File: config.mk
export PLATFORM = sky130hd
export DESIGN_NAME = lsu_ctrl
export DESIGN_NICKNAME = d
export VERILOG_FILES = /design/src/rtl/lsu_pkg.sv /design/src/rtl/lsu_load_align.sv /design/src/rtl/lsu_ctrl.sv
export SDC_FILE = /design/constraint.sdc
export NUM_CORES = 1
export LEC_CHECK = 0
export BUFFER_PORTS_ARGS = -buffer_cell sky130_fd_sc_hd__buf_2
export CORE_UTILIZATION = 42
export DETAILED_ROUTE_END_ITERATION = 10
export HOLD_SLACK_MARGIN = 0.06
export MAX_ROUTING_LAYER = met4
export PLACE_DENSITY_LB_ADDON = 0.1
export SYNTH_ARGS = -nofsm -noshare
export SYNTH_HDL_FRONTEND = slang
export SYNTH_SLANG_ARGS = --single-unit
File: constraint.sdc
create_clock -name clk -period 2.4 [get_ports clk]
set_input_delay 0 -clock clk [delete_from_list [all_inputs] [get_ports clk]]
set_output_delay 0 -clock clk [all_outputs]
set_load 0.03 [all_outputs]
File: src/rtl/lsu_pkg.sv
// lsu_pkg: shared definitions for the load/store sequencing controller.
//   - opcode localparams in the core's 6-bit ALU opcode encoding
//   - FSM state enum
//   - helpers: opcode classification, byte enables, write-lane placement,
//     misalignment detection
package lsu_pkg;

    localparam logic [5:0] OP_LB  = 6'd0;
    localparam logic [5:0] OP_LH  = 6'd1;
    localparam logic [5:0] OP_LW  = 6'd2;
    localparam logic [5:0] OP_LBU = 6'd3;
    localparam logic [5:0] OP_LHU = 6'd4;
    localparam logic [5:0] OP_SB  = 6'd15;
    localparam logic [5:0] OP_SH  = 6'd16;
    localparam logic [5:0] OP_SW  = 6'd17;

    typedef enum logic [1:0] {
        IDLE = 2'd0,
        BUSY = 2'd1,
        RESP = 2'd2
    } lsu_state_e;

    function automatic logic is_mem_op(input logic [5:0] op);
        return op inside {OP_LB, OP_LH, OP_LW, OP_LBU, OP_LHU, OP_SB, OP_SH, OP_SW};
    endfunction

    function automatic logic is_store(input logic [5:0] op);
        return op inside {OP_SB, OP_SH, OP_SW};
    endfunction

    // Loads always fetch the full word; lane selection happens on the way back.
    function automatic logic [3:0] byte_en(input logic [5:0] op, input logic [1:0] addr_lo);
        logic [3:0] be;
        case (op)
            OP_SB:   be = 4'b0001 << addr_lo;
            OP_SH:   be = addr_lo[1] ? 4'b1100 : 4'b0011;
            default: be = 4'b1111;
        endcase
        return be;
    endfunction

    // Replicating the source across lanes lets the byte enables pick the lane.
    function automatic logic [31:0] place_wdata(input logic [5:0] op, input logic [31:0] wdata);
        logic [31:0] w;
        case (op)
            OP_SB:   w = {4{wdata[7:0]}};
            OP_SH:   w = {2{wdata[15:0]}};
            default: w = wdata;
        endcase
        return w;
    endfunction

    function automatic logic misaligned(input logic [5:0] op, input logic [1:0] addr_lo);
        logic half_op;
        logic word_op;
        half_op = op inside {OP_LH, OP_LHU, OP_SH};
        word_op = op inside {OP_LW, OP_SW};
        return (half_op && addr_lo[0]) || (word_op && (addr_lo != 2'b00));
    endfunction

endpackage

File: src/rtl/lsu_load_align.sv
// lsu_load_align: combinational load-data formatter.
// Ports:
//   op      in  6  : latched load opcode
//   addr_lo in  2  : byte offset within the word
//   rdata   in  32 : raw word from data memory
//   data    out 32 : selected byte/halfword, sign- or zero-extended (LW passes through)
module lsu_load_align
    import lsu_pkg::*;
(
    input  logic [5:0]  op,
    input  logic [1:0]  addr_lo,
    input  logic [31:0] rdata,
    output logic [31:0] data
);

    logic [7:0]  byte_sel;
    logic [15:0] half_sel;

    always_comb begin
        byte_sel = 8'h00;
        case (addr_lo)
            2'd0: byte_sel = rdata[7:0];
            2'd1: byte_sel = rdata[15:8];
            2'd2: byte_sel = rdata[23:16];
            2'd3: byte_sel = rdata[31:24];
            default: byte_sel = 8'h00;
        endcase
        half_sel = addr_lo[1] ? rdata[31:16] : rdata[15:0];
    end

    always_comb begin
        data = rdata;
        case (op)
            OP_LB:   data = {{24{byte_sel[7]}}, byte_sel};
            OP_LBU:  data = {24'h000000, byte_sel};
            OP_LH:   data = {{16{half_sel[15]}}, half_sel};
            OP_LHU:  data = {16'h0000, half_sel};
            default: data = rdata;
        endcase
    end

endmodule

File: src/rtl/lsu_ctrl.sv
// lsu_ctrl: load/store sequencing controller between the execute stage and a
// multi-cycle data memory. One operation in flight; FSM IDLE -> BUSY -> RESP.
//
// Optional feature macro: LSU_MISALIGN_TRAP_EN
//   defined   : misaligned LH/LHU/SH/LW/SW go IDLE -> RESP with err=1, no bus request
//   undefined : no check; low address bits only select lanes
//
// Parameter: TIMEOUT (2..255) - cycles mem_req is held without mem_ack before abort.
// Ports:
//   clk, rst_n           : clock, async active-low reset
//   req_valid/op/addr/wdata : operation from the core (held while stall=1)
//   stall                : freezes the core (combinational only in the accept cycle)
//   rsp_valid/rsp_rdata  : one-cycle completion pulse and extended load data
//   err                  : one-cycle error pulse with rsp_valid (timeout/misalign)
//   mem_req/we/be/addr/wdata : registered bus request
//   mem_ack/mem_rdata    : bus completion and read word (same cycle)
//
// Handshake: a request is taken in IDLE when req_valid=1 with a memory opcode;
// the bus transaction completes in the BUSY cycle where mem_req=1 and mem_ack=1;
// rsp_valid is asserted for exactly one cycle (RESP), where stall is low.
module lsu_ctrl
    import lsu_pkg::*;
#(
    parameter int unsigned TIMEOUT = 16
) (
    input  logic        clk,
    input  logic        rst_n,
    input  logic        req_valid,
    input  logic [5:0]  req_op,
    input  logic [31:0] req_addr,
    input  logic [31:0] req_wdata,
    output logic        stall,
    output logic        rsp_valid,
    output logic [31:0] rsp_rdata,
    output logic        err,
    output logic        mem_req,
    output logic        mem_we,
    output logic [3:0]  mem_be,
    output logic [31:0] mem_addr,
    output logic [31:0] mem_wdata,
    input  logic        mem_ack,
    input  logic [31:0] mem_rdata
);

    localparam logic [7:0] CNT_LAST = 8'(TIMEOUT - 1);

    lsu_state_e  state_q, state_d;

    logic [5:0]  op_q, op_d;
    logic [1:0]  addr_lo_q, addr_lo_d;
    logic [7:0]  cnt_q, cnt_d;

    logic        mem_req_d, mem_we_d, rsp_valid_d, err_d;
    logic [3:0]  mem_be_d;
    logic [31:0] mem_addr_d, mem_wdata_d, rsp_rdata_d;

    logic        accept;
    logic        trap;
    logic        timeout_hit;
    logic [31:0] load_data;

    assign accept      = req_valid && is_mem_op(req_op);
    assign timeout_hit = (cnt_q == CNT_LAST);

`ifdef LSU_MISALIGN_TRAP_EN
    assign trap = misaligned(req_op, req_addr[1:0]);
`else
    assign trap = 1'b0;
`endif

    lsu_load_align u_load_align (
        .op      (op_q),
        .addr_lo (addr_lo_q),
        .rdata   (mem_rdata),
        .data    (load_data)
    );

    // State register
    always_ff @(posedge clk or negedge rst_n) begin
        if (!rst_n) begin
            state_q <= IDLE;
        end else begin
            state_q <= state_d;
        end
    end

    // Next-state logic
    always_comb begin
        state_d = state_q;
        case (state_q)
            IDLE: begin
                if (accept) begin
                    state_d = trap ? RESP : BUSY;
                end
            end
            BUSY: begin
                // An ack in the last counted cycle still wins over the timeout.
                if (mem_ack || timeout_hit) begin
                    state_d = RESP;
                end
            end
            RESP:    state_d = IDLE;
            default: state_d = IDLE;
        endcase
    end

    // Output logic: stall plus next values of all registered outputs
    always_comb begin
        stall       = 1'b0;
        op_d        = op_q;
        addr_lo_d   = addr_lo_q;
        cnt_d       = cnt_q;
        mem_req_d   = mem_req;
        mem_we_d    = mem_we;
        mem_be_d    = mem_be;
        mem_addr_d  = mem_addr;
        mem_wdata_d = mem_wdata;
        rsp_valid_d = 1'b0;
        err_d       = 1'b0;
        rsp_rdata_d = 32'h0;

        case (state_q)
            IDLE: begin
                if (accept) begin
                    stall     = 1'b1;
                    op_d      = req_op;
                    addr_lo_d = req_addr[1:0];
                    if (trap) begin
                        rsp_valid_d = 1'b1;
                        err_d       = 1'b1;
                    end else begin
                        cnt_d       = 8'h00;
                        mem_req_d   = 1'b1;
                        mem_we_d    = is_store(req_op);
                        mem_be_d    = byte_en(req_op, req_addr[1:0]);
                        mem_addr_d  = {req_addr[31:2], 2'b00};
                        mem_wdata_d = place_wdata(req_op, req_wdata);
                    end
                end
            end
            BUSY: begin
                stall = 1'b1;
                if (mem_ack) begin
                    mem_req_d   = 1'b0;
                    mem_we_d    = 1'b0;
                    rsp_valid_d = 1'b1;
                    rsp_rdata_d = is_store(op_q) ? 32'h0 : load_data;
                end else if (timeout_hit) begin
                    mem_req_d   = 1'b0;
                    mem_we_d    = 1'b0;
                    rsp_valid_d = 1'b1;
                    err_d       = 1'b1;
                end else begin
                    cnt_d = cnt_q + 8'd1;
                end
            end
            default: begin
                stall = 1'b0;
            end
        endcase
    end

    // Datapath / output registers
    always_ff @(posedge clk or negedge rst_n) begin
        if (!rst_n) begin
            op_q      <= 6'h00;
            addr_lo_q <= 2'b00;
            cnt_q     <= 8'h00;
            mem_req   <= 1'b0;
            mem_we    <= 1'b0;
            mem_be    <= 4'h0;
            mem_addr  <= 32'h0;
            mem_wdata <= 32'h0;
            rsp_valid <= 1'b0;
            err       <= 1'b0;
            rsp_rdata <= 32'h0;
        end else begin
            op_q      <= op_d;
            addr_lo_q <= addr_lo_d;
            cnt_q     <= cnt_d;
            mem_req   <= mem_req_d;
            mem_we    <= mem_we_d;
            mem_be    <= mem_be_d;
            mem_addr  <= mem_addr_d;
            mem_wdata <= mem_wdata_d;
            rsp_valid <= rsp_valid_d;
            err       <= err_d;
            rsp_rdata <= rsp_rdata_d;
        end
    end

endmodule

==> results.toml, run 1 <==
[flow_run]
max_cap_viol_count = 0

[clock_network]
cts_tree = "built"
clock-root-buffer = "clkbuf_16"
path_clk_slew_ps = 50
htree_levels = 4
worstSkewPairLatency_ps = 420
clockBufferDepth = 2
post-cts-setup-buffers = 0
cts_buffers = 17
cts_sinks = 120

[setup_path]
cp_data_required_time_ps = 2750
startpoint_type = "register"
cp.arrival_ps = 2660
timing.rr.start = "op_q[3]"
startpoint = "op_q[3]"
endpoint_kind = "register"
worst-path-max-fanout = 8
worstSetupPathType = "register to register"

[synthesis]
synth_warnings = 0
yosysMostFrequentCell = "nand2_1"
syn_area_per_cell_um2 = 9.82
synthFlopType = "dfrtp_1"
synth_top_area_frac = 0.546
ys_seq_area_frac = 0.546
synth_edf_count = 0
synth-seq-cells = 120
synth_top_cell_by_area = "dfrtp_1"
synth_area_leaders = "dfrtp_1, nand2_1, mux2i_1, o21a_1, buf_6"
yosysUniqueCellTypes = 50
ys_async_sr_fraction = 1.00
synthTopCellsByCount = "nand2_1, dfrtp_1, mux2i_1, nor2_1"
synthCells = 560
netlist_area_um2 = 5500

[routing]
via_count = 5334
drt-wirelength-per-cell_um = 15.4
drt-initial-drc-count = 403
wirelength_um = 16400
drtPass1Iterations = 5
ant_nets = 0
post-route-drc-count = 0
via_per_inst = 5.01

[power_and_ir_drop]
leakagePower_nw = 4.39
powerDensity_nw_per_um2 = 849
ir_worst_vdd_mv = 0.459

[floorplan]
io_pins = 211
std_cell_rows = 41
die_y_um = 116
die_area_um2 = 13500
core_um2 = 12700
floorplan.die.width_um = 116
initial_core_util = 0.434

[place]
gp_congestion = 0.872
dp_hpwl_um = 10500
port_buffers = 208

[sta]
setup_violations = 0
max_slew_margin = 0.423
period_minus_slack_ps = 2310
tns_ps = 0
tightestPinTransition_ps = 863
slew_violations = 0
hold_violations = 0
fin_crit_sh = 0.962
max_freq_mhz = 433
skew_ps = 6.78
rsz0062_at_grt = "no"

[hold_path]
hp-start = "req_op[3]"
hp-class = "input pin to register"

[outcome]
status = "finished, final reports clean"

[global_routing]
grt_pass1_vias = 5251
globalRouteTotalUtil = 0.255
grt_overflow = 0
grt_max_degree = 62
grt_antenna_before_repair = 0
grt_pass1_wl_um = 25400

[final_layout]
final_nets = 987
fin_util = 0.662
antenna_cells = 0
drive_above_1_share = 0.320
area_growth_syn_to_layout_pct = 52.7
fill_cells = 999
[critical path: stages, from the launching register on]
cell and delay, ps:
dfrtp_1 400, or3_1 520, nor4_4 340, buf_4 210
a22oi_1 80, a21oi_1 130, dlygate4sd3_1 560
[area by class of cell]
class                      count  area (um2)  area share
sequential                   120        3000       0.358
multi-input combinational    400        2280       0.272
inverter                       5        18.8     0.00224
clock buffer                  24         492      0.0586
tap                          172         215      0.0256
clock inverter                 8        70.1     0.00835
timing repair buffer         336        2310       0.276
[power breakdown]
part,switching [mW],internal (mW)
Clock,0.873,1.52
Combinational,1.39,0.765
Sequential,0.215,2.36
Total,2.48,4.64
[kinds of logic after synthesis]
logic type,after synthesis,share of synthesized area
buf+inv,41,0.0448
xor+xnor,3,0.00478
other cells,1,0.000682
simple gates,262,0.211
fa+ha+maj,1,0.00228
mux,25,0.0478
flops,120,0.546
compound gates,107,0.142
[timing repair]
action / in CTS / in global routing
hold endpoints to repair: 151 / 0
hold buffers: 112 / 0
endpoints found under the setup margin: 0 / 10
resized for setup: 0 / 4
[routing by layer]
metal | routed length [um] | track usage | share of wire
met4 | 371 | 0.104 | 0.023
met1 | 6760 | 0.289 | 0.41
met5 | 0 | - | 0
met3 | 816 | 0.0566 | 0.050
met2 | 8430 | 0.436 | 0.51
[final timing paths]
| check | to | slack, ps | cells after the start |
|---|---|---|---|
| min reg2reg | mem_addr[9] | 460 | 2 |
| min | state_q[0] | 90 | 3 |
| max reg2reg | rsp_rdata[7] | 90 | 6 |
| min in group asynchronous | rsp_rdata[20] | 140 | 2 |
| max | rsp_rdata[7] | 90 | 6 |
| max in group asynchronous | mem_addr[2] | 1520 | 3 |
[sequential cells by signal, indices dropped and copies added (netlist names)]
| register | count |
|---|---|
| mem_wdata | 32 |
| rsp_rdata | 32 |
| mem_addr | 30 |
| cnt_q | 8 |
| op_q | 6 |
| mem_be | 4 |
| addr_lo_q | 2 |
| state_q | 2 |
| err | 1 |
| mem_req | 1 |
| mem_we | 1 |
| rsp_valid | 1 |
[per-stage QoR]
stage	hold WS [ps]	power [mW]	std cells	cell area, um2	worst slack, ps
4_1_cts	67.9	7.15	1065	8370	43.9
6_report	87.1	7.12	1065	8390	90.6
3_5_place_dp	62.2	4.55	921	6690	258
2_1_floorplan	-296	3.87	561	5500	474
3_3_place_gp	54.4	4.50	921	6690	304
5_1_grt	121	7.47	1065	8390	19.5
[placed cells by master (no fill, tap or decap), types with 3 or more instances in the layout]
master,n
a211o_1,7
a21oi_1,15
a22oi_1,9
a31oi_1,11
a32oi_1,7
buf_2,207
buf_4,14
clkbuf_1,3
clkbuf_16,17
clkbuf_8,4
clkinv_2,5
dfrtp_1,120
dlygate4sd3_1,112
inv_1,5
mux2i_1,24
nand2_1,189
nand2b_1,3
nand3_1,6
nand4_1,3
nor2_1,22
nor2b_1,10
nor3_1,6
o21a_1,16
o21ai_0,6
o21ai_1,13
o21ai_2,10
o221a_2,8
or3_1,6
No activity file was read; power rests on OpenSTA's default activity.
==> run 2, diff against run 1 <==
==> constraint.sdc (replaced) <==
create_clock -name clk -period 2.4 [get_ports clk]
set_input_delay 0.12 -clock clk [delete_from_list [all_inputs] [get_ports clk]]
set_output_delay 0.12 -clock clk [all_outputs]
set_load 0.03 [all_outputs]
==> results.toml, run 2 (same netlist as run 1, synthesis figures left out) <==
[final_layout]
area_growth_syn_to_layout_pct = 52.7
reg.largest.list = "mem_wdata: 32 flops, rsp_rdata: 32 flops, mem_addr: 30 flops"
layout_commonest_cell = "buf_2"
drive_above_1_share = 0.326
antenna_cells = 0
mostFrequentLayoutCells = "buf_2, nand2_1, dfrtp_1, dlygate4sd3_1, mux2i_1"
final_nets = 985

[clock_network]
clock-root-buffer = "clkbuf_16"
cts_buffers = 17
worstSkewPairLatency_ps = 410
clockBufferDepth = 2
cts_tree = "built"
htree_levels = 4
cts_sinks = 120
path_clk_slew_ps = 50

[setup_path]
regToRegSetupSlack_ps = 120
cp_data_required_time_ps = 2280
cpLargestDelayFamily = "simple AND/OR/NAND/NOR gates"
path_cells = "or4b_4 -> or3_4 -> o31a_4 -> nand2_1 -> buf_4"
timing.rr.end = "rsp_rdata[6]"
worst-path-max-fanout = 4
timing.rr.start = "op_q[3]"
r2r_cells = 6
startpoint_type = "register"
cp.depth = 5
startpoint = "state_q[0]"
worstSetupPathType = "register to output pin"
max_stage_delay_ps = 600
cp.arrival_ps = 2170
endpoint_kind = "output pin"
critPathSlowestCell = "or4b_4"
cp_num_buf_inv = 1
critPathCapture = "stall"

[routing]
drt-initial-drc-count = 388
drt-wirelength-per-cell_um = 15.3
wirelength_um = 16300
ant_nets = 0
via_count = 5308
via_per_inst = 5.00
drtPass1Iterations = 4
post-route-drc-count = 0

[sta]
rsz0062_at_grt = "no"
fin_crit_sh = 0.955
setup_violations = 0
hold_violations = 0
tightestPinTransition_ps = 1150
max_slew_margin = 0.235
worst_hold_slack_ps = 64.3
skew_ps = 9.06
period_minus_slack_ps = 2290
slew_violations = 0
max_freq_mhz = 436
layout_setup_ws_ps = 108
tns_ps = 0

[global_routing]
globalRouteTotalUtil = 0.252
grt_pass1_wl_um = 25100
grt_antenna_before_repair = 0
grt_max_degree = 66
grt_pass1_vias = 5211
grt_overflow = 0

[power_and_ir_drop]
leakagePower_nw = 4.38
ir_worst_vdd_mv = 0.596
powerDensity_nw_per_um2 = 858

[place]
gp_congestion = 0.872
dp_hpwl_um = 10700
port_buffers = 208
place_ws_ps = 209

[hold_path]
hp-class = "input pin to register"

[floorplan]
die_area_um2 = 13500
die_y_um = 116
core_um2 = 12700
std_cell_rows = 41
initial_core_util = 0.434
io_pins = 211
floorplan.die.width_um = 116

[outcome]
status = "finished, final reports clean"

[flow_run]
max_cap_viol_count = 0
run 2: changes by cell type in the layout (fill, tap and decap cells not counted), sizes merged:
cell	before	now
buf	224	227
bufinv	1	2
clkinv	5	2
clkinvlp	2	3
dlygate4sd3	112	106
o31a	1	2
run 2: stage by stage:
stage	std cells	instance area [um2]	total power [mW]	util
after detailed placement	921	6690	4.55	0.528
final	1062	8390	7.20	0.662
after CTS	1059	8360	7.22	0.660
after global routing	1062	8390	7.54	0.662
after global placement	921	6690	4.50	0.528
after floorplan	561	5500	3.87	-
run 2: how the worst min path moves through the flow:
stage | to | depth (start not counted) | startpoint | slack, ps
4_1_cts | rsp_rdata[1] | 3 | mem_rdata[1] | 60
3_3_place_gp | rsp_rdata[1] | 1 | rst_n | 100
5_1_grt | rsp_rdata[5] | 3 | mem_rdata[5] | 80
2_1_floorplan | addr_lo_q[0] | 0 | rst_n | -180
6_report | rsp_rdata[1] | 3 | mem_rdata[1] | 60
3_5_place_dp | rsp_rdata[20] | 1 | rst_n | 110
run 2: repair_timing:
action,CTS,global route
hold buffers,106,0
hold endpoints to repair,136,0
setup buffers,0,3
endpoints found under the setup margin,1,6
gates cloned,1,0
gates resized for setup,3,2
run 2: cell type report:
class                   count  area (um2)
clock buffers              24         492
inverters                   5        18.8
flip-flops and latches    120        3000
fillers                  1036        4280
repair buffers            333        2280
well taps                 172         215
multi-input cells         401        2290
clock inverters             7        92.6
run 2: report_power, final:
group	internal, mW	leakage, nW	switching [mW]
registers	2.36	1.55	0.220
logic	0.750	2.55	1.38
clock network	1.63	0.278	0.870
total	4.73	4.38	2.47
run 2: worst min-delay path: stages:
cell     delay (ps)
buf_2            90
a32oi_1          60
a21oi_1         150
run 2: per-layer routing:
metal / global-route usage / vias to the layer above / wire length (um)
li1: - / 2539 / -
met1: 0.287 / 2547 / 6730
met2: 0.435 / 198 / 8420
met3: 0.0498 / 24 / 868
met4: 0.101 / 0 / 271
met5: - / - / 0
